File: src/rtl/cpu_pkg.sv
// cpu_pkg: shared opcode, condition-code, PC-source and flag-index constants for the 16-bit CPU
package cpu_pkg;
  typedef enum logic [3:0] {
    OP_ADD = 4'h0, OP_SUB = 4'h1, OP_XOR = 4'h2, OP_RED = 4'h3,
    OP_SLL = 4'h4, OP_SRA = 4'h5, OP_ROR = 4'h6, OP_PADDSB = 4'h7,
    OP_LW  = 4'h8, OP_SW  = 4'h9, OP_LLB = 4'hA, OP_LHB = 4'hB,
    OP_B   = 4'hC, OP_BR  = 4'hD, OP_PCS = 4'hE, OP_HLT = 4'hF
  } opcode_e;
  typedef enum logic [2:0] {
    CC_NE, CC_EQ, CC_GT, CC_LT, CC_GE, CC_LE, CC_OV, CC_UNCOND
  } cond_e;
  typedef enum logic [1:0] {
    PCS_SEQ = 2'b00, PCS_REG = 2'b01, PCS_RSVD = 2'b10, PCS_IMM = 2'b11
  } pc_source_e;
  localparam int FLAG_Z = 2;
  localparam int FLAG_V = 1;
  localparam int FLAG_N = 0;
endpackage

File: src/rtl/branch_cond_eval.sv
// branch_cond_eval: decides whether a branch condition holds for the registered {Z,V,N} flags
module branch_cond_eval
  import cpu_pkg::*;
(
  input  logic [2:0] cond,
  input  logic [2:0] flags,
  output logic       taken
);
  logic w_z, w_v, w_n;
  assign w_z = flags[FLAG_Z];
  assign w_v = flags[FLAG_V];
  assign w_n = flags[FLAG_N];
  always_comb begin
    taken = 1'b1;
    case (cond_e'(cond))
      CC_NE:   taken = !w_z;
      CC_EQ:   taken = w_z;
      CC_GT:   taken = !w_z && !w_n;
      CC_LT:   taken = w_n;
      CC_GE:   taken = w_z || (!w_z && !w_n);
      CC_LE:   taken = w_n || w_z;
      CC_OV:   taken = w_v;
      default: taken = 1'b1;
    endcase
  end
endmodule

File: src/rtl/pc_control.sv
// pc_control: PC register, {Z,V,N} flag register and sticky halt latch of the single-cycle CPU
module pc_control
  import cpu_pkg::*;
#(
  parameter int            DW       = 16,
  parameter logic [DW-1:0] RESET_PC = '0
)(
  input  logic          clk,
  input  logic          rst,
  input  logic [3:0]    opcode,
  input  logic [2:0]    cond,
  input  logic [8:0]    imm9,
  input  logic [1:0]    pc_source,
  input  logic [DW-1:0] br_target,
  input  logic          alu_z,
  input  logic          alu_v,
  input  logic          alu_n,
  output logic [DW-1:0] pc,
  output logic [DW-1:0] pc_plus2,
  output logic [2:0]    flags,
  output logic          halted
);
  logic [DW-1:0] r_pc, w_pc_next, w_pc_plus2, w_b_off, w_b_target;
  logic [2:0]    r_flags, w_flags_next;
  logic          r_halted, w_hlt, w_taken;
  opcode_e       w_op;
  assign w_op       = opcode_e'(opcode);
  assign w_hlt      = w_op == OP_HLT;
  assign w_pc_plus2 = r_pc + DW'(2);
  // imm9 is a word offset: sign-extend and scale to bytes in one concatenation
  assign w_b_off    = {{(DW-10){imm9[8]}}, imm9, 1'b0};
  assign w_b_target = w_pc_plus2 + w_b_off;
  branch_cond_eval u_cond (.cond(cond), .flags(r_flags), .taken(w_taken));
  always_comb begin
    w_pc_next = w_hlt ? r_pc :
                !w_taken ? w_pc_plus2 :
                pc_source == PCS_IMM ? w_b_target :
                pc_source == PCS_REG ? br_target : w_pc_plus2;
    w_flags_next = r_flags;
    if (w_op inside {OP_ADD, OP_SUB}) w_flags_next = {alu_z, alu_v, alu_n};
    else if (w_op inside {OP_XOR, OP_SLL, OP_SRA, OP_ROR}) w_flags_next[FLAG_Z] = alu_z;
  end
  always_ff @(posedge clk or posedge rst) begin
    if (rst) begin
      r_pc     <= RESET_PC;
      r_flags  <= '0;
      r_halted <= 1'b0;
    end else if (!r_halted) begin
      r_pc     <= w_pc_next;
      r_flags  <= w_flags_next;
      r_halted <= w_hlt;
    end
  end
  assign pc       = r_pc;
  assign pc_plus2 = w_pc_plus2;
  assign flags    = r_flags;
  assign halted   = r_halted;
endmodule

File: config.mk
export PLATFORM = sky130hd
export DESIGN_NAME = pc_control
export DESIGN_NICKNAME = d
export VERILOG_FILES = /design/src/rtl/cpu_pkg.sv /design/src/rtl/branch_cond_eval.sv /design/src/rtl/pc_control.sv
export SDC_FILE = /design/constraint.sdc
export NUM_CORES = 1
export LEC_CHECK = 0
export BUFFER_PORTS_ARGS = -buffer_cell sky130_fd_sc_hd__buf_4
export CAP_MARGIN = 10
export CORE_MARGIN = 2
export CORE_UTILIZATION = 50
export DETAILED_ROUTE_END_ITERATION = 10
export MAX_ROUTING_LAYER = met4
export PLACE_DENSITY = 0.82
export RECOVER_POWER = 25
export SLEW_MARGIN = 20
export SYNTH_ARGS = -nofsm -noshare
export SYNTH_HDL_FRONTEND = slang
export SYNTH_HIERARCHICAL = 1
export SYNTH_SLANG_ARGS = --single-unit
export TNS_END_PERCENT = 30
File: constraint.sdc
create_clock -name clk -period 4 [get_ports clk]
set_clock_uncertainty 0.1 [all_clocks]
set_input_delay 0.6 -clock clk [delete_from_list [all_inputs] [get_ports clk]]
set_output_delay 0.6 -clock clk [all_outputs]
set_load 0.1 [all_outputs]
==> run_results.csv <==
group,metric,value,unit
floorplanning,start_util,50.87,%
logic_synthesis,ys_seq_elements,20,
placement,globalplace.congestion,0.8864,
layout,syn2layout_area_growth,37.06,%
cts,cts-hold-fix-buffers,0,
logic_synthesis,postSynth.topFlopCell,"dfrtp_1",
timing,period_minus_slack,3383,ps
global_routing,grt_start_max_net_pins,25,
global_routing,gr-usage-all-layers,28.54,%
timing,worst_pin_slew,766.6,ps
drt,ant_nets,0,
logic_synthesis,yosysWarningCount,6,
floorplanning,floorplan.core_area,4294,µm²
logic_synthesis,synth.net_count,319,
global_routing,grt_antenna_before_repair,0,
drt,post_route_drc,0,
worst_setup_path,required,4100,ps
drt,wl_per_cell,17.30,µm
worst_setup_path,path_max_fanout,7,
cts,cts_num_sinks,20,
cts,cts_tree,"yes",
timing,timing.final.hold_violations,0,
drt,detailroute.via_count,2256,
cts,cts.reportedPaths.clkPinSlew,90,ps
drt,finalWirelength,6556,µm
timing,worst_slew_margin_rel,48.89,%
logic_synthesis,syn-instance-count,261,
logic_synthesis,netlist.top_cell.by_area,"dfrtp_1",
logic_synthesis,post_synth_instance_area,2185,µm²
global_routing,grt_pass1_vias,2228,
cts,clkLatencyLatePin,280,ps
drt,drtIter0Drc,173,
placement,dp_hpwl,5088,µm
logic_synthesis,post-synth-top-area-fraction,22.91,%
logic_synthesis,avgSynthCellArea,8.370,µm²
global_routing,first_pass_grt_wire_length,10920,µm
worst_setup_path,endpoint_kind,"flip-flop",
logic_synthesis,synth.lib_cells_used.distinct,60,
timing,setup_viol_count_final,0,
timing,timing.setup.tns,0,ps
drt,pre_antenna_drt_iters,4,
timing,max_clock_freq,295.6,MHz
cts,clock_tree.buffer_depth,2,
floorplanning,io_pins,75,
logic_synthesis,synth_sequential_area_ratio,22.91,%
logic_synthesis,number_of_flops_mapped_to_enable_cells_by_yosys,0,
timing,final.period_utilization,84.58,%
cts,cts.repair_timing.setup_buffer_count,0,
worst_setup_path,critPathLaunchType,"flip-flop",
global_routing,remaining_global_route_overflow,0,
layout,design.final.nets,386,
placement,port_buffer_count,74,
floorplanning,die_h,70.10,µm
run_status,status,"completed",
timing,hold_slack,354.2,ps
layout,proportion_of_layout_cells_with_a_drive_suffix_above_1,38.23,%
drt,via_per_inst,5.953,
worst_setup_path,criticalPathCategory,"flip-flop to flip-flop",
layout,combined_area_of_the_multi_input_logic_cells,1728,µm²
floorplanning,row_cnt,24,
cts,htree_num_levels,1,
cts,numCtsBuffers,3,
floorplanning,dieWidth,70.10,µm
cts,cts_resized,0,
layout,filler_cell_count,349,
layout,antenna_cells,0,
layout,area.sequential,525.5,µm²
floorplanning,die_area,4914,µm²
logic_synthesis,postSynth.asyncResetShare,100.0,%
worst_setup_path,data_arrival_time_at_the_worst_slack_endpoint,3480,ps
logic_synthesis,synth.top_cells.by_area,"dfrtp_1 (23%), ha_1 (10%), xnor2_1 (7.6%)",
run,cap_violations,0,
cts,clock_tree.root_cell,"clkbuf_8",
worst_hold_path,worstHoldPathType,"input pin to asynchronous set/reset pin",
timing,rsz0062_at_grt,"no",
timing,slew_viol_final,0,
-- cells by family after synthesis --
group / share of synthesized area [%]
buf+inv: 6.242
mux: 4.238
fa+ha+maj: 11.23
xor+xnor: 10.02
simple gates: 21.08
compound gates: 24.28
flops: 22.91
-- layer usage --
metal  vias to the layer above  GRT usage (%)  routed length (µm)
met5                         -              -                   0
met2                        77          45.50                3230
met3                         7          2.886                 349
met4                         0          6.838                  65
met1                      1082          39.36                2910
li1                       1090              -                   -
-- worst paths after layout --
path / startpoint / to / slack [ps] / depth (start not counted)
max: pc[5] / pc[15] / 620 / 11
min: rst / pc[5] / 350 / 2
max reg2reg: pc[5] / pc[15] / 620 / 11
min reg2reg: pc[2] / pc[2] / 440 / 2
max in group asynchronous: rst / pc[6] / 2870 / 2
min in group clk: pc[2] / pc[2] / 440 / 2
-- sequential cells by signal (all words and copies together) (netlist names) --
register,count
pc,16
flags,3
halted,1
-- synthesized netlist by cell type, drive strengths merged, types with 2 or more instances --
cell type and count:
nand3 13, xnor2 19, a31oi 6, a211oi 5, clkbuf 7, nor2 24
ha 18, o22ai 3, nand2 21, buf 7, inv 9, a21o 7
and3 12, o21a 3, and4 3, a21oi 17, mux2 7, xor2 6
dfrtp 20, a22oi 2, nand4 3, and2 3, o21ai 15, or3 3
a221oi 7
-- critical path, stage by stage (launching register included) --
cell and delay [ps]:
dfrtp_4 490, and4_1 360, and3_4 260, and3_1 330
xor2_4 180, ha_1 280, and4_2 250, a221o_1 330
a31oi_2 160, xnor2_1 160, mux2_4 320, o22ai_2 80
-- area by class of cell --
type | instances | area share [%]
sequential | 20 | 17.55
clock inverter | 1 | 1.003
multi-input combinational | 218 | 57.71
tap | 52 | 2.173
clock buffer | 3 | 1.379
inverter | 9 | 1.128
timing repair buffer | 76 | 19.06
-- cells in the final DEF, fill, tap and decap left out, types with 4 or more instances in the layout --
| master | synthesis | layout |
|---|---|---|
| xnor2_1 | 19 | 10 |
| o21ai_1 | 6 | 6 |
| nor2_1 | 24 | 24 |
| dfrtp_2 | 0 | 8 |
| a31oi_1 | 5 | 5 |
| mux2_2 | 6 | 6 |
| dfrtp_4 | 0 | 4 |
| inv_1 | 8 | 8 |
| xnor2_4 | 0 | 4 |
| a21oi_1 | 17 | 17 |
| nand2_1 | 21 | 21 |
| a211oi_1 | 5 | 5 |
| ha_1 | 18 | 17 |
| a221oi_1 | 6 | 6 |
| dfrtp_1 | 20 | 8 |
| buf_4 | 1 | 74 |
| and3_1 | 12 | 11 |
| xnor2_2 | 0 | 5 |
| a21o_1 | 6 | 6 |
| nand3_1 | 12 | 11 |
| o21ai_0 | 9 | 9 |
-- per-stage QoR --
| stage | setup slack (ps) | std cells | area [µm²] | util (%) |
|---|---|---|---|---|
| after floorplan | 0.09415 | 261 | 2391 | - |
| after global placement | 729.7 | 375 | 2923 | 68.07 |
| after detailed placement | 662.9 | 375 | 2923 | 68.07 |
| after CTS | 634.3 | 379 | 2994 | 69.73 |
| after global routing | 498.8 | 379 | 2994 | 69.73 |
| final | 616.9 | 379 | 2994 | 69.73 |
Power is not shown: default switching activity piles up to over one toggle a cycle in this logic, so the estimate is an artifact.
